## config.mk

```make
export PLATFORM = sky130hd
export DESIGN_NAME = lut_neuron_prog
export DESIGN_NICKNAME = d
export VERILOG_FILES = /design/src/rtl/lut_prog_pkg.sv /design/src/rtl/lut_prog_ram.sv /design/src/rtl/lut_neuron_prog.sv
export SDC_FILE = /design/constraint.sdc
export NUM_CORES = 1
export LEC_CHECK = 0
export ABC_AREA = 1
export BUFFER_PORTS_ARGS = -buffer_cell sky130_fd_sc_hd__buf_2
export CAP_MARGIN = 10
export CORE_MARGIN = 2
export CORE_UTILIZATION = 56
export CTS_CLUSTER_DIAMETER = 50
export DETAILED_ROUTE_END_ITERATION = 7
export HOLD_SLACK_MARGIN = 0.02
export PLACE_DENSITY = 0.77
export SLEW_MARGIN = 40
export SYNTH_ARGS = -nofsm -noshare
export SYNTH_HDL_FRONTEND = slang
export SYNTH_HIERARCHICAL = 1
export SYNTH_SLANG_ARGS = --single-unit
export TNS_END_PERCENT = 50
```

## constraint.sdc

```tcl
create_clock -name clk -period 1.9 [get_ports clk]
set_input_delay 0.38 -clock clk [delete_from_list [all_inputs] [get_ports clk]]
set_output_delay 0.38 -clock clk [all_outputs]
set_load 0.01 [all_outputs]
```

## src/rtl/lut_prog_pkg.sv

```systemverilog
// Shared types and elaboration-time helpers for the programmable LogicNet neuron table.
package lut_prog_pkg;

  typedef enum logic [1:0] {
    IDLE   = 2'd0,
    LOAD   = 2'd1,
    ACTIVE = 2'd2,
    ERROR  = 2'd3
  } state_t;

  function automatic int calc_nbeats(input int in_bits, input int out_bits, input int load_w);
    return ((1 << in_bits) * out_bits) / load_w;
  endfunction

  function automatic int calc_epb(input int load_w, input int out_bits);
    return load_w / out_bits;
  endfunction

  // A beat must carry whole entries and the table must split into whole beats.
  function automatic bit params_ok(input int in_bits, input int out_bits, input int load_w);
    if (in_bits <= 0 || out_bits <= 0 || load_w <= 0) return 1'b0;
    if ((load_w % out_bits) != 0) return 1'b0;
    if (load_w > (1 << in_bits) * out_bits) return 1'b0;
    return (((1 << in_bits) * out_bits) % load_w) == 0;
  endfunction

endpackage

```

## src/rtl/lut_prog_ram.sv

```systemverilog
// Distributed truth-table RAM: beat-wide multi-entry write, single asynchronous read.
module lut_prog_ram
  import lut_prog_pkg::*;
#(
  parameter int IN_BITS  = 8,
  parameter int OUT_BITS = 1,
  parameter int LOAD_W   = 8,
  parameter int BEAT_W   = 5
) (
  input  logic                clk,
  input  logic                we_i,
  input  logic [BEAT_W-1:0]   wbeat_i,
  input  logic [LOAD_W-1:0]   wdata_i,
  input  logic [IN_BITS-1:0]  raddr_i,
  output logic [OUT_BITS-1:0] rdata_o
);

  localparam int DEPTH = 1 << IN_BITS;
  localparam int EPB   = calc_epb(LOAD_W, OUT_BITS);

  (* ram_style = "distributed" *) logic [OUT_BITS-1:0] mem_q [DEPTH];

  // Entry j of beat b lands at b*EPB + j; one beat fills EPB consecutive entries.
  always_ff @(posedge clk) begin
    if (we_i) begin
      for (int j = 0; j < EPB; j++) begin
        mem_q[IN_BITS'(int'(wbeat_i) * EPB + j)] <= wdata_i[j*OUT_BITS +: OUT_BITS];
      end
    end
  end

  assign rdata_o = mem_q[raddr_i];

endmodule

```

## src/rtl/lut_neuron_prog.sv

```systemverilog
// Run-time loadable neuron truth table: framed config-stream loader plus registered lookup.
module lut_neuron_prog
  import lut_prog_pkg::*;
#(
  parameter int IN_BITS  = 8,
  parameter int OUT_BITS = 1,
  parameter int LOAD_W   = 8
) (
  input  logic                clk,
  input  logic                rst,
  input  logic                cfg_start,
  input  logic                cfg_valid,
  output logic                cfg_ready,
  input  logic [LOAD_W-1:0]   cfg_data,
  input  logic                cfg_last,
  output logic                cfg_done,
  output logic                cfg_err,
  input  logic [IN_BITS-1:0]  M0,
  output logic [OUT_BITS-1:0] M1,
  output logic                M1_valid
);

  localparam int NBEATS = calc_nbeats(IN_BITS, OUT_BITS, LOAD_W);
  localparam int CNT_W  = (NBEATS > 1) ? $clog2(NBEATS) : 1;
  localparam logic [CNT_W-1:0] LAST_CNT = CNT_W'(NBEATS - 1);

  if (!params_ok(IN_BITS, OUT_BITS, LOAD_W)) begin : g_bad_params
    $error("lut_neuron_prog: LOAD_W must be a multiple of OUT_BITS and divide DEPTH*OUT_BITS");
  end

  state_t              state_q, state_d;
  logic [CNT_W-1:0]    cnt_q, cnt_d;
  logic [OUT_BITS-1:0] m1_q, m1_d;
  logic                m1_valid_q, m1_valid_d;
  logic [OUT_BITS-1:0] rdata;
  logic                xfer;

  assign cfg_ready = (state_q == LOAD);
  // A beat coinciding with cfg_start is dropped: the restart wins.
  assign xfer      = cfg_valid & cfg_ready & ~cfg_start;
  assign cfg_done  = (state_q == ACTIVE);
  assign cfg_err   = (state_q == ERROR);
  assign M1        = m1_q;
  assign M1_valid  = m1_valid_q;

  lut_prog_ram #(
    .IN_BITS  (IN_BITS),
    .OUT_BITS (OUT_BITS),
    .LOAD_W   (LOAD_W),
    .BEAT_W   (CNT_W)
  ) u_ram (
    .clk     (clk),
    .we_i    (xfer),
    .wbeat_i (cnt_q),
    .wdata_i (cfg_data),
    .raddr_i (M0),
    .rdata_o (rdata)
  );

  always_comb begin
    state_d = state_q;
    cnt_d   = cnt_q;
    if (cfg_start) begin
      state_d = LOAD;
      cnt_d   = '0;
    end else if (state_q == LOAD && xfer) begin
      if (cnt_q == LAST_CNT) begin
        state_d = cfg_last ? ACTIVE : ERROR;
      end else if (cfg_last) begin
        state_d = ERROR;
      end else begin
        cnt_d = cnt_q + CNT_W'(1);
      end
    end
    m1_valid_d = (state_q == ACTIVE) && !cfg_start;
    m1_d       = m1_valid_d ? rdata : '0;
  end

  always_ff @(posedge clk) begin
    if (rst) begin
      state_q    <= IDLE;
      cnt_q      <= '0;
      m1_q       <= '0;
      m1_valid_q <= 1'b0;
    end else begin
      state_q    <= state_d;
      cnt_q      <= cnt_d;
      m1_q       <= m1_d;
      m1_valid_q <= m1_valid_d;
    end
  end

endmodule

```

Yosys cells after proc, flatten, opt, wreduce, memory -nomap -nowiden
Memories as Yosys holds them, arrays and structs flattened. A register that Yosys moved wholly into a read port is not among the register bits.
Index checks and enable logic that the tools add are counted.
Widths: inputs -> output; s select.
{"block": "classes", "n_eq_ne": 4, "addsub": 8, "mux": 7, "n_bitwise": 6, "reduce_logical": 11}
{"operator": "$add 8x3->8 const B", "count": 4}
{"operator": "$add 8x2->8 const B", "count": 2}
{"operator": "$add 8x1->8 const B", "count": 1}
{"operator": "$add 5x1->5 const B", "count": 1}
{"operator": "$eq 5x5->1 const B", "count": 1}
{"operator": "$mux 1", "count": 5}
{"operator": "$eq 2x2->1 const B", "count": 2}
{"operator": "$mux 2", "count": 2}
{"operator": "$not 1->1", "count": 4}
{"operator": "$reduce_and 2->1", "count": 2}
{"operator": "$reduce_bool 2->1", "count": 2}
{"operator": "$reduce_or 2->1", "count": 2}
{"operator": "$reduce_and 3->1", "count": 1}
{"operator": "$reduce_bool 3->1", "count": 1}
{"operator": "$and 1x1->1", "count": 2}
{"operator": "$eq 2x1->1 const B", "count": 1}
{"operator": "$logic_and 1x1->1", "count": 2}
{"operator": "$logic_not 1->1", "count": 1}
{"block": "totals", "out_inout_bits": 5, "input_bits": 21, "register_bits": 8, "ram_bits": 256, "wordCells": 41, "mem_count": 1}
{"name": "u_ram.mem_q", "words": 256, "width": 1, "read_ports": 1, "rd_ports_with_merged_regs": 1, "write_ports": 8, "line": "lut_prog_ram.sv:21", "source": "(* ram_style = \"distributed\" *) logic [OUT_BITS-1:0] mem_q [DEPTH];"}

Longest topological paths before layout
Gate-level depths: netlist (run 1).
{"block": "logic_depth", "depth_word": 6, "mapped_depth": 14, "depth_no_buf": 12}

By module
The synthesis (run 1) kept the hierarchy.
{"mod": "lut_prog_ram", "cells_each": 902, "n_inst": 1, "seq_area_each_um2": 7687.4, "area_each_um2": 10521.3}
{"mod": "lut_neuron_prog", "cells_each": 66, "n_inst": 1, "seq_area_each_um2": 180.2, "area_each_um2": 467.9}

Least setup slack after synthesis (run 1)
Ideal clock, no wire load.
{"block": "synth_timing", "path_type": "flip-flop to flip-flop", "from": "register state_q[1]", "to": "memory u_ram.mem_q[10] (enable)", "slack_ns": 0.072, "required_ns": 1.530, "arrival_ns": 1.458, "synth_period_minus_slack_ns": 1.828, "path_buffers": 1, "stages_incl_launch_ff": 7, "setup_ns": 0.370, "path_cell_list": "dfxtp_1 -> inv_1 -> nand2_1 -> nor2_1 -> nand2_1 -> clkbuf_1 -> nor2_1"}
{"element": "start: declaration", "line": "lut_neuron_prog.sv:31", "source": "state_t state_q, state_d;"}
{"element": "start signal: assignment", "line": "lut_neuron_prog.sv:86", "source": "state_q <= state_d;"}
{"element": "end: declaration", "line": "lut_prog_ram.sv:21"}

==> flow_summary_export.csv, run 1 <==
group,metric,value,unit
floorplan,die-area,20800,um2
floorplan,top_level_ports,26,
critical_path,worst_path_max_delay_cell,"dfxtp_1",
power_and_ir_drop,combPwrFrac,0.063,
floorplan,effective_utilization_at_floorplan,0.568,
logic_synthesis,synthCells,968,
sta,post-route-period-util,0.938,
critical_path,worstPathCellList,"inv_1 > nand2_1 > nor2_1 > nand2_1 > buf_4 > nor2_1 > buf_4",
grt,globalRouteTotalUtil,0.260,
grt,grt_max_degree,47,
final_layout,fin_nets,1069,
sta,fin_skew,12.2,ps
sta,max_freq,561,MHz
drt,detail_route.wl_per_cell,19.7,um
logic_synthesis,yosys-top-cells-area,"edfxtp_1, nand3_1, nand2_1",
final_layout,drive_above_1_share,0.140,
cts,worstSkewPairLatency,530,ps
drt,antenna_left,0,
sta,setup-tns-final,0,ps
sta,rsz0062_at_grt,"false",
logic_synthesis,area_of_the_mapped_netlist,11000,um2
power_and_ir_drop,power_report.internal_total,9.54,mW
cts,number_of_clock_sinks,265,
sta,final_max_slew_viol_count,0,
min_path,min-delay-path-class,"input port to flip-flop",
cts,clock_tree.root_cell,"clkbuf_16",
grt,vias_in_the_first_global_route,7623,
power_and_ir_drop,seqPwrFrac,0.526,
power_and_ir_drop,switchingPower,2.64,mW
placed_design,gp_congestion,0.854,
logic_synthesis,synth.net_count,992,
sta,maxSlewHeadroom,0.670,
drt,detail_route.vias_per_cell,5.76,
floorplan,die_y,144,um
drt,dr.pass1.iters,5,
critical_path,crit_type,"flip-flop to flip-flop",
logic_synthesis,yosysWarnings,6,
logic_synthesis,synth.yosys.seq_area_share,0.716,
power_and_ir_drop,power.share.clock,0.411,
run_status,run_status,"completed",
cts,clk_transition_reported_paths,60,ps
critical_path,worstPathBufferInverterCount,3,
sta,worstMarginPinSlew,495,ps
cts,cts_tree,"done",
logic_synthesis,post_synth_num_cell_types,22,
final_layout,antenna-diode-count,0,
sta,report.final.hold_viol_count,0,
floorplan,placement_rows,51,
power_and_ir_drop,power_switching_share,0.217,
run,maxCapViolations,0,
cts,cts_post_setup_buffers_inserted,0,
power_and_ir_drop,power.density,956,nW/um2
critical_path,cp.arrival,2020,ps
cts,cts.htree.levels,1,
placed_design,dpl_cell_area,11900,um2
grt,grt_first_pass_wirelength,40200,um
drt,drt_iter0_markers,962,
grt,number_of_antenna_violations_at_the_first_check_in_global_routing,1,
placed_design,place_hpwl,15100,um
sta,post-route-min-period,1780,ps
floorplan,die_w,144,um
critical_path,critPathLaunchType,"flip-flop",
logic_synthesis,netlist.area_leader.share,0.700,
sta,finalSetupViolCount,0,
logic_synthesis,synth_seq_cells,265,
floorplan,core-area,19300,um2
final_layout,area.growth.synth_to_final,15.9,%
cts,numCtsBuffers,27,
drt,finalWirelength,26200,um
power_and_ir_drop,power.leakage,4.70,nW
grt,overflow,0,
critical_path,timing.critical_path.max_delay_family,"simple AND/OR/NAND/NOR gates",
power_and_ir_drop,vdd_ir_drop_max,0.876,mV
final_layout,fin_area,12700,um2
drt,num_vias,7661,
critical_path,critical_path_data_required_time,2140,ps
placed_design,port-buffer-count,25,
cts,cts-root-to-sink-buffers,3,
critical_path,critical_path.max_fanout,16,
logic_synthesis,postSynthAreaPerCell,11.4,um2
cts,cts.hold.buffers_added,0,
drt,drt_drc_violations_left,0,
critical_path,crit_path_end_kind,"flip-flop",
critical_path,critical-path-max-stage-delay,340,ps
logic_synthesis,synth_top_cell_by_area,"edfxtp_1",
-- layer usage --
layer,up-vias,track usage,wire [um],part of all wire
met2,414,0.426,12700,0.48
met3,95,0.0437,2510,0.096
li1,3536,-,-,-
met5,-,0,0,0
met4,0,0.131,1160,0.044
met1,3616,0.337,9840,0.38
-- path summary, 6_finish.rpt --
kind | start | endpoint | slack [ps] | cells past startpoint
setup / recovery | state_q[1]$_SDFFE_PP0P_ | u_ram/mem_q[231]$_DFFE_PP_ | 120 | 7
hold / removal | rst | state_q[0]$_SDFFE_PP0P_ | 140 | 4
hold reg to reg | cnt_q[1]$_SDFFE_PP0P_ | cnt_q[1]$_SDFFE_PP0P_ | 570 | 2
setup reg to reg | state_q[1]$_SDFFE_PP0P_ | u_ram/mem_q[231]$_DFFE_PP_ | 120 | 7
-- Yosys cell counts --
library cell    n
inv_2           3
inv_1          23
nand3_1       249
ha_1            3
a21oi_1         7
buf_1           3
nand2_1       312
nand4_1         1
or2_1           1
nor2_4          2
buf_2          22
nor2_1         42
nand2_2         1
and2_1          1
clkbuf_1       11
nor3_1          1
nor3_2          1
dfxtp_1         9
o21ai_0         1
buf_6           1
buf_4          18
edfxtp_1      256
-- worst reg2reg max path: stages, from the launching register on --
cell     delay, ps
dfxtp_1        340
inv_1          130
nand2_1         60
nor2_1         210
nand2_1         90
buf_4          230
nor2_1         220
buf_4          210
-- power groups by stage --
stage	combinational, mW	sequential [mW]	clock (mW)
floorplan	0.400	6.54	0
CTS	0.760	6.41	5.06
global route	0.831	6.41	5.26
global placement	0.733	6.53	0
finish	0.766	6.41	5.00
detailed placement	0.753	6.53	0
-- final cells by class --
type / count / area [um2]
inverters: 26 / 98.8
fillers: 1399 / 6590
clock buffers: 33 / 698
well taps: 265 / 332
repair buffers: 103 / 888
clock inverters: 17 / 140
multi-input cells: 622 / 2720
flip-flops and latches: 265 / 7870
-- per-stage QoR --
stage / power, mW / setup slack (ps) / hold WS, ps / cells / utilization
floorplan: 6.94 / 71.7 / 479 / 968 / -
global placement: 7.27 / -41.0 / 544 / 1281 / 0.616
detailed placement: 7.29 / -112 / 558 / 1281 / 0.616
CTS: 12.2 / 96.8 / 131 / 1331 / 0.659
global route: 12.5 / 26.2 / 145 / 1331 / 0.659
finish: 12.2 / 117 / 145 / 1331 / 0.659
-- cell usage in the layout (no fill, tap or decap), drive strengths merged --
| cell | Yosys | final |
|---|---|---|
| bufinv | 0 | 2 |
| nand4 | 1 | 1 |
| nor3 | 2 | 2 |
| clkinv | 0 | 12 |
| inv | 26 | 27 |
| o21ai | 1 | 1 |
| clkbuf | 11 | 33 |
| buf | 44 | 103 |
| ha | 3 | 3 |
| a21oi | 7 | 7 |
| clkinvlp | 0 | 2 |
| and2 | 1 | 1 |
| dfxtp | 9 | 9 |
| or2 | 1 | 1 |
| edfxtp | 256 | 256 |
| nand3 | 249 | 249 |
| nand2 | 313 | 313 |
| nor2 | 44 | 44 |
-- kinds of logic (layout without fill, tap and decap cells) --
logic type / after synthesis / after routing / synth area share
simple gates: 611 / 611 / 0.240
flops: 265 / 265 / 0.716
buf+inv: 81 / 179 / 0.0370
compound gates: 8 / 8 / 0.00364
fa+ha+maj: 3 / 3 / 0.00342
-- flip-flops by register name, summed over array words and instances (netlist names) --
name and cells:
u_ram/mem_q 256, state_q 2, cnt_q 5, M1_valid 1, M1 1
-- what timing repair did --
| item | in CTS | in global routing |
|---|---|---|
| gates resized for setup | 0 | 1 |
| hold endpoints to repair | 0 | 0 |
| setup endpoints to repair | 0 | 6 |
No activity file was read; power rests on OpenSTA's default activity.
==> run 2, diff against run 1 <==
- CELL_PAD_IN_SITES_DETAIL_PLACEMENT: default -> 0
- CELL_PAD_IN_SITES_GLOBAL_PLACEMENT: default -> 1
- CORE_UTILIZATION: 56 -> 46
- PLACE_DENSITY: 0.77 -> 0.78
- RECOVER_POWER: default -> 25
==> run 2 against run 1 <==
Utilization decreased by 11 points; combinational power about the same; sequential power about the same; wire length increased by 0.72%; cell area increased by 0.68%; maximum frequency increased by 4.0%; register-to-register slack improved by 70 ps; clock power increased by 1%; power increased by 0.53%; sequential cell count unchanged; sequential share of layout area decreased by 0.41 points; global-route usage decreased by 4.1 points.
==> flow_summary_export.csv, run 2 (same netlist as run 1, synthesis figures left out) <==
group,metric,value,unit
sta,fin_skew,12.0,ps
critical_path,crit_type,"flip-flop to flip-flop",
floorplan,die_w,159,um
placed_design,gp_congestion,0.821,
critical_path,path_depth,7,
final_layout,fin_nets,1070,
sta,finalSetupViolCount,0,
power_and_ir_drop,vdd_ir_drop_max,0.721,mV
cts,numCtsBuffers,28,
critical_path,timing.reg2reg.worst_path_depth,7,
floorplan,core-area,23500,um2
drt,detail_route.wl_per_cell,19.0,um
final_layout,largest_register_ffs,256,
placed_design,placedCellCount,1335,
final_layout,final_core_utilization,0.546,
critical_path,crit_path_end_kind,"flip-flop",
critical_path,cp.arrival,1950,ps
critical_path,timing.critical_path.max_delay_family,"buffers and inverters",
run_status,run_status,"completed",
sta,post-route-period-util,0.902,
critical_path,worstPathBufferInverterCount,3,
drt,detail_route.vias_per_cell,5.32,
final_layout,area.growth.synth_to_final,16.7,%
critical_path,critical_path_data_required_time,2130,ps
cts,cts_tree,"done",
cts,clock_tree.root_cell,"clkbuf_16",
sta,maxSlewHeadroom,0.289,
cts,cts.htree.levels,1,
sta,final_max_slew_viol_count,0,
drt,num_vias,7365,
critical_path,worst_path_max_delay_cell,"dfxtp_1",
floorplan,placement_rows,56,
sta,whs,120,ps
drt,antenna_left,0,
drt,dr.pass1.iters,5,
sta,report.final.hold_viol_count,0,
sta,max_freq,584,MHz
sta,worstMarginPinSlew,1070,ps
placed_design,preCtsSetupSlack,-55.0,ps
final_layout,biggestRegsByFlops,"u_ram/mem_q (256), cnt_q (5), state_q (2)",
final_layout,largest_reg_by_ff_count,"u_ram/mem_q",
power_and_ir_drop,report.power.total,12.2,mW
sta,post-route-min-period,1710,ps
grt,overflow,0,
cts,cts-root-to-sink-buffers,3,
critical_path,critical-path-max-stage-delay,350,ps
min_path,worst_hold_depth,4,
grt,globalRouteTotalUtil,0.218,
floorplan,die_y,159,um
placed_design,place_hpwl,15000,um
sta,fin_ws,186,ps
final_layout,leading_cell_types_in_the_layout_fill_and_taps_excluded,"nand2_1, edfxtp_1, nand3_1",
sta,rsz0062_at_grt,"false",
critical_path,critical_path.max_fanout,16,
cts,number_of_clock_sinks,265,
power_and_ir_drop,power.density,955,nW/um2
drt,finalWirelength,26400,um
grt,grt_first_pass_wirelength,40600,um
grt,grt_max_degree,37,
critical_path,critPathLaunchType,"flip-flop",
grt,number_of_antenna_violations_at_the_first_check_in_global_routing,1,
floorplan,top_level_ports,26,
final_layout,drive_above_1_share,0.138,
placed_design,port-buffer-count,25,
floorplan,die-area,25100,um2
final_layout,most_common_cell_after_layout_fill_and_taps_aside,"nand2_1",
cts,clk_transition_reported_paths,60,ps
cts,worstSkewPairLatency,530,ps
critical_path,worstPathCellList,"inv_1 > nand2_1 > nor2_2 > nand2_1 > buf_4 > nor2_1 > buf_4",
power_and_ir_drop,power.leakage,4.71,nW
final_layout,instances_no_fill,1384,
floorplan,effective_utilization_at_floorplan,0.468,
drt,drt_drc_violations_left,0,
cts,cts_post_setup_buffers_inserted,0,
run,maxCapViolations,0,
grt,vias_in_the_first_global_route,7110,
drt,drt_iter0_markers,611,
min_path,min-delay-path-class,"input port to flip-flop",
==> run 2: path summary, 6_finish.rpt <==
check	from	to	slack, ps
worst max-delay path	state_q[1]$_SDFFE_PP0P_	u_ram/mem_q[141]$_DFFE_PP_	190
worst min-delay path	rst	state_q[0]$_SDFFE_PP0P_	120
worst max register to register	state_q[1]$_SDFFE_PP0P_	u_ram/mem_q[141]$_DFFE_PP_	190
worst min register to register	cnt_q[0]$_SDFFE_PP0P_	cnt_q[0]$_SDFFE_PP0P_	520
==> run 2: area by class of cell <==
cell class	count	area (um2)
antenna	1	2.50
clock buffer	41	791
clock inverter	7	65.1
fill	1999	10600
inverter	26	98.8
multi-input combinational	622	2720
sequential	265	7870
tap	319	399
timing repair buffer	103	883
==> run 2: per-layer routing <==
| metal | track usage | wire [um] |
|---|---|---|
| met3 | 0.0289 | 1720 |
| met2 | 0.363 | 12700 |
| met5 | 0 | 0 |
| met4 | 0.0729 | 671 |
| met1 | 0.299 | 11300 |
==> run 2: report_power, final <==
| group | switching (mW) | total [mW] | internal (mW) |
|---|---|---|---|
| Combinational | 0.521 | 0.765 | 0.244 |
| Clock | 2.07 | 5.07 | 2.99 |
| Sequential | 0.00391 | 6.41 | 6.41 |
| Total | 2.60 | 12.2 | 9.65 |
==> run 2: through the flow <==
step,cell area [um2],TNS (ps)
after global placement,12000,-61.3
final,12800,0
after floorplan,11000,0
after global routing,12800,0
after CTS,12900,0
after detailed placement,12000,-55.0
==> run 2: worst min-delay path, delay by kind of cell <==
family,cells,cell delay [ps]
buffers and inverters,2,130
AOI/OAI and AO/OA,2,100
==> run 2: what timing repair did <==
action                                  CTS  global route
endpoints found under the setup margin    0            98
resized for setup                         0             3
hold buffers                              0             0
